## src/rtl/spi_master_tx.sv

```systemverilog
// Write-only SPI master, mode 0 (CPOL=0, CPHA=0): shifts a DATA_W-bit word out MSB first,
// framed by an active-low chip select, with sClk derived from clk by a half-period divider.
module spi_master_tx #(
  parameter int DATA_W  = 32,
  parameter int CLK_DIV = 4
) (
  input  logic              clk,
  input  logic              reset,
  input  logic [DATA_W-1:0] ToSPI,
  input  logic              enable,
  output logic              sClk,
  output logic              MOSI,
  output logic              SPI_CS
);

  localparam int CNT_W = (CLK_DIV > 1) ? $clog2(CLK_DIV) : 1;
  localparam int BIT_W = (DATA_W > 1) ? $clog2(DATA_W) : 1;
  localparam logic [CNT_W-1:0] DIV_LAST = CNT_W'(CLK_DIV - 1);
  localparam logic [BIT_W-1:0] BIT_LAST = BIT_W'(DATA_W - 1);

  typedef enum logic [2:0] {
    IDLE,
    SETUP,
    SHIFT,
    HOLD,
    GAP
  } state_t;

  state_t              state_q, state_d;
  logic [CNT_W-1:0]    div_cnt_q, div_cnt_d;
  logic [BIT_W-1:0]    bit_cnt_q, bit_cnt_d;
  logic [DATA_W-1:0]   shift_q, shift_d;
  logic                sclk_q, sclk_d;
  logic                mosi_q, mosi_d;
  logic                cs_q, cs_d;
  logic                tick;

  // tick marks the last clk cycle of the current sClk half-period.
  assign tick = (div_cnt_q == DIV_LAST);

  always_comb begin
    // NOTE: every signal gets a default before the case, so no path can infer a latch.
    state_d   = state_q;
    div_cnt_d = div_cnt_q;
    bit_cnt_d = bit_cnt_q;
    shift_d   = shift_q;
    sclk_d    = sclk_q;
    mosi_d    = mosi_q;
    cs_d      = cs_q;

    if (state_q == IDLE) begin
      div_cnt_d = '0;
    end else if (tick) begin
      div_cnt_d = '0;
    end else begin
      div_cnt_d = div_cnt_q + CNT_W'(1);
    end

    case (state_q)
      IDLE: begin
        sclk_d = 1'b0;
        cs_d   = 1'b1;
        mosi_d = 1'b0;
        if (enable) begin
          shift_d   = ToSPI;
          mosi_d    = ToSPI[DATA_W-1];
          cs_d      = 1'b0;
          bit_cnt_d = '0;
          state_d   = SETUP;
        end
      end

      SETUP: begin
        if (tick) begin
          sclk_d  = 1'b1;
          state_d = SHIFT;
        end
      end

      SHIFT: begin
        if (tick) begin
          if (!sclk_q) begin
            sclk_d = 1'b1;
          end else begin
            sclk_d = 1'b0;
            // The final falling edge leaves bit 0 on MOSI through HOLD.
            if (bit_cnt_q == BIT_LAST) begin
              state_d = HOLD;
            end else begin
              shift_d   = shift_q << 1;
              mosi_d    = shift_q[DATA_W-2];
              bit_cnt_d = bit_cnt_q + BIT_W'(1);
            end
          end
        end
      end

      HOLD: begin
        if (tick) begin
          cs_d    = 1'b1;
          mosi_d  = 1'b0;
          state_d = GAP;
        end
      end

      GAP: begin
        if (tick) begin
          state_d = IDLE;
        end
      end

      default: begin
        state_d = IDLE;
        sclk_d  = 1'b0;
        cs_d    = 1'b1;
        mosi_d  = 1'b0;
      end
    endcase
  end

  // NOTE: state registers use non-blocking assignments so every flop samples pre-edge values.
  always_ff @(posedge clk) begin
    if (reset) begin
      state_q   <= IDLE;
      div_cnt_q <= '0;
      bit_cnt_q <= '0;
      shift_q   <= '0;
      sclk_q    <= 1'b0;
      mosi_q    <= 1'b0;
      cs_q      <= 1'b1;
    end else begin
      state_q   <= state_d;
      div_cnt_q <= div_cnt_d;
      bit_cnt_q <= bit_cnt_d;
      shift_q   <= shift_d;
      sclk_q    <= sclk_d;
      mosi_q    <= mosi_d;
      cs_q      <= cs_d;
    end
  end

  assign sClk   = sclk_q;
  assign MOSI   = mosi_q;
  assign SPI_CS = cs_q;

endmodule

```

## config.mk

```make
export PLATFORM = sky130hd
export DESIGN_NAME = spi_master_tx
export DESIGN_NICKNAME = d
export VERILOG_FILES = /design/src/rtl/spi_master_tx.sv
export SDC_FILE = /design/constraint.sdc
export NUM_CORES = 1
export LEC_CHECK = 0
export ABC_AREA = 1
export CORE_UTILIZATION = 40
export CTS_CLUSTER_DIAMETER = 150
export DETAILED_ROUTE_END_ITERATION = 16
export GPL_ROUTABILITY_DRIVEN = 0
export GPL_TIMING_DRIVEN = 0
export PLACE_DENSITY_LB_ADDON = 0.2
export SYNTH_ARGS = -nofsm -noshare
export SYNTH_HDL_FRONTEND = slang
export SYNTH_SLANG_ARGS = --single-unit
```

## constraint.sdc

```tcl
create_clock -name clk -period 2.2 [get_ports clk]
set_input_delay 0.33 -clock clk [delete_from_list [all_inputs] [get_ports clk]]
set_output_delay 0.33 -clock clk [all_outputs]
set_load 0.005 [all_outputs]
```

# Word-level counts from Yosys, hierarchy flattened
# Index checks and enable logic that the tools add are counted.
# word_totals
register_bits	44
# classes
eq_ne	14
n_addsub	2
mux	30
bitwise_logic	3
reduce_logical	11
# ops
cell	count
2-to-1 mux 31 bit	4
case mux 31 bit (2 select lines)	1
2-to-1 mux 3 bit	7
2-to-1 mux 5 bit	4
!= test 2 bit, second input constant	8
case mux 3 bit (5 select lines)	1
case mux 5 bit (2 select lines)	1
AND reduction 5 bit	2
2-to-1 mux 1 bit	9
AND reduction 7 bit	1
== test 3 x 2 -> 1 bit, second input constant	2
case mux 1 bit (3 select lines)	2
OR reduction 3 bit	2
adder 5 x 1 -> 5 bit, second input constant	1
== test 5 bit, second input constant	1
case mux 1 bit (4 select lines)	1
OR reduction 2 bit	2
== test 3 x 1 -> 1 bit, second input constant	1
== test 3 bit, second input constant	1
zero test 3 bit	1
NOT 1 bit	3
AND reduction 3 bit	1
adder 2 x 1 -> 2 bit, second input constant	1
== test 2 bit, second input constant	1
2 further kinds	2

# Depth between registers and ports, before layout
# depth
ltp_word	5
ltp_mapped	12

# Worst setup path after synthesis
# No wires, ideal clock.
# synth_path
path_type	reg-to-reg
startpoint	register bit_cnt_q[0]
endpoint	register shift_q[2]
arrival_time_ps	1502
path_stages_with_launch	12
path_slack_ps	586
synth_period_minus_slack_ps	1614
setup_time_ps	113
n_path_buf	1
t_required_ps	2087
path_cell_list	dfxtp_1 > ha_1 > nand2_1 > nor2_1 > ha_1 > inv_1 > o21a_2 > nand3_4 > buf_6 > nand2_1 > nand2_1 > nor2_1
# synth_via
elab_chain_len	3
# synth_rtl
element	line	rtl
from (decl)	31	logic [BIT_W-1:0] bit_cnt_q, bit_cnt_d;
from (signal assigned)	134	bit_cnt_q <= bit_cnt_d;
== test 5 bit	87	if (bit_cnt_q == BIT_LAST) begin
!= test 2 bit (no line)	n/a	
AND reduction 5 bit (no line)	n/a	
to (signal assigned)	135	shift_q <= shift_d;
to (decl)	32	logic [DATA_W-1:0] shift_q, shift_d;
# Every way passes these cells.
# A chain may end at the register's enable or synchronous reset.

# Worst setup path in the final report
# layout_path
startpoint	register bit_cnt_q[0]
endpoint	register shift_q[4]
# Same word-level chain as after synthesis.

==> results.toml <==
[sta]
fin_tns_setup_ns = 0
fmax_ghz = 0.550
relSlewSlack_pct = 71.3
finClkSkew_ns = 0.00813
rsz0062_at_grt = "no"
holdWs_ns = 0.431
setup_slack_ns = 0.382
setup_violations = 0
hold_viol = 0
tightest_slew_ns = 0.430
post-route-period-util_pct = 82.6
drv_slew = 0
final.min_clock_period_ns = 1.82

[power_and_ir_drop]
powerDensity_mw_per_mm2 = 1430
power_leakage_nw = 1.46
ir_drop_mv = 0.722

[logic_synthesis]
ys_warn_count = 0
yosys.area.top_type_share_pct = 37.1
synth.distinct_cells = 23
synth_fp_nets = 421
yosysMostFrequentCell = "nand2_1"
synthSimpleGateAreaFrac_pct = 39.7
synthCells = 383
synth_area_leaders = "dfxtp_1 37%, nand2_1 20%, nor2_1 13%, inv_1 7.3%, o21ai_0 6.3%"
seq_area_frac_synth_pct = 37.1
synth-edff-count = 0
syn-cell-area_sq_mm = 0.00237
synth_top_family_by_area = "simple AND/OR/NAND/NOR gates"
syn_avg_cell_area_sq_um = 6.19
ys.flop_type = "dfxtp_1"
synth_top_cell_by_area = "dfxtp_1"
synth_xor_area_share_pct = 0.369
synthAdderAreaFrac_pct = 1.58
ys_ff_latch = 44
netlist_top_cells_count = "127 x nand2_1, 84 x nor2_1, 46 x inv_1"
synth_compound_area_share_pct = 8.91
synth-async-reset-ratio_pct = 0
synth_mux_area_share_pct = 0

[drt]
drc_errors = 0
via_per_inst = 4.60
ant_nets = 0
drtIter0Drc = 111
dr_total_vias = 2298
routedWlPerCell_um = 10.1
drt_first_pass_iters = 4
wl_um = 5070

[die]
pin_count = 38
start_util_pct = 42.3
chipWidth_um = 79.0
die_h_um = 79.0
core_area_sq_mm = 0.00561
dieArea_sq_mm = 0.00624
row_count = 27

[grt]
antenna_found_initial = 0
grt_overflow = 0
gr-max-usage-layer = "met2"
grt_max_degree = 13
first_global_vias = 1963
grt_pass1_wl_um = 8680
use_met1_pct = 23.3
grt_util_met2_pct = 28.1
track_usage_pct = 17.5
grt_util_met3_pct = 2.53

[run_status]
outcome = "complete, no violations"

[finish]
syn_to_final_growth_pct = 23.2
nFillCells = 581
finalInstanceArea_sq_mm = 0.00292
fin_cells = 500
drive_above_1_share_pct = 6.07
diodes = 0
layout.nets = 465

[placement]
place.port_buffers = 37
place_area_sq_mm = 0.00283
dp_cells = 492
dpl.hpwl_um = 3650
post-place-ws_ns = 0.380

[critical_path]
regToRegSetupSlack_ns = 0.38
startpoint_type = "flop"
critical_path_required_ns = 2.40
cp_max_fo = 10
path_class = "flop to flop"
r2r-start = "bit_cnt_q[0]"
reg2regPathDepth = 11
arrival_ns = 2.01
r2r_end = "shift_q[4]"
endpoint_kind = "flop"

[cts]
cts-buffers-inserted = 5
ctsHtreeMaxLevel = 2
cts_resized = 0
post_cts_buffers = 0
cts.clk_slew.worst_paths_ns = 0.08
cts_tree = "yes"
cts-root-buf = "clkbuf_8"
clkLatencyLatePin_ns = 0.30
hold_buffers = 0
clock_path_buffers = 2
cts.sinks = 44

[worst_hold_path]
hold_path.class = "flop to flop"
hp-start = "div_cnt_q[0]"
holdPathEnd = "div_cnt_q[0]"
hold_depth = 1

[run]
drv_cap = 0
==> stage by stage <==
step | utilization, % | total power, mW
after floorplan | - | 3.12
after global placement | 50.5 | 3.62
after detailed placement | 50.5 | 3.67
after CTS | 52.1 | 4.21
after global routing | 52.1 | 4.62
final | 52.1 | 4.17
==> cell type report <==
class | count | area, sq um | area share, %
Timing Repair Buffer | 37 | 370 | 12.7
Clock buffer | 8 | 90.1 | 3.08
Sequential cell | 44 | 881 | 30.1
Buffer | 17 | 116 | 3.98
Multi-Input combinational cell | 275 | 1200 | 41.0
Tap cell | 72 | 90.1 | 3.08
Inverter | 47 | 176 | 6.04
==> worst max path at each step <==
| stage | from | to | slack, ns |
|---|---|---|---|
| 3_3_place_gp | bit_cnt_q[0] | shift_q[14] | 0.40 |
| 6_report | bit_cnt_q[0] | shift_q[4] | 0.38 |
| 5_1_grt | bit_cnt_q[0] | shift_q[15] | 0.17 |
| 3_5_place_dp | bit_cnt_q[0] | shift_q[4] | 0.38 |
| 2_1_floorplan | bit_cnt_q[0] | shift_q[2] | 0.59 |
| 4_1_cts | bit_cnt_q[0] | shift_q[4] | 0.36 |
==> worst max-delay path, cell delays in order, from the launching register on <==
cell and delay (ns):
dfxtp_1 0.38, ha_1 0.19, nand2_1 0.07, nor2_1 0.09, ha_1 0.17, inv_1 0.06, o21a_2 0.25, nand3_4 0.18
buf_6 0.17, nand2_1 0.06, nand2_1 0.06, nor2_1 0.04
==> kinds of logic (layout without fill, tap and decap cells) <==
kind of cell	Yosys count	count (layout)
and+or+nand+nor	233	233
buffers and inverters	64	109
DFF	44	44
AOI/OAI and AO/OA	38	38
adders and majority gates	3	3
xor gates and xnor gates	1	1
==> cell usage in the layout (no fill, tap or decap) <==
cell type        count
ha_1                 3
xor2_1               1
clkbuf_8             6
nand4_1              5
a21oi_1              4
nor2_4               1
clkbuf_1             7
nand2_4              1
a21oi_2              1
nor2_1              84
buf_2                6
inv_1               46
nand3_2              1
nand3_4              1
dfxtp_1             44
nand3_1             12
inv_2                1
o21ai_0             30
clkdlybuf4s50_1     37
buf_6                6
o21a_2               1
o21ai_4              1
nand2_1            127
nand3b_1             1
o211ai_1             1
==> where the power goes <==
part | leakage, nW | internal, mW | switching (mW)
logic | 1.05 | 0.911 | 1.48
clock network | 0.0455 | 0.256 | 0.266
registers | 0.364 | 1.13 | 0.119
==> sequential cells by signal, summed over array words and instances, names as in the netlist <==
signal	flops
bit_cnt_q	5
sClk	1
MOSI	1
state_q	3
SPI_CS	1
shift_q	31
div_cnt_q	2
==> metal layers <==
metal	up-vias	share of wire (%)	wire length, um
met1	1004	52	2640
li1	1243	-	-
met4	0	1.8	93
met5	-	0	0
met3	9	3.1	155
met2	42	43	2180
Note: power is estimated with default switching activity, not from simulation.
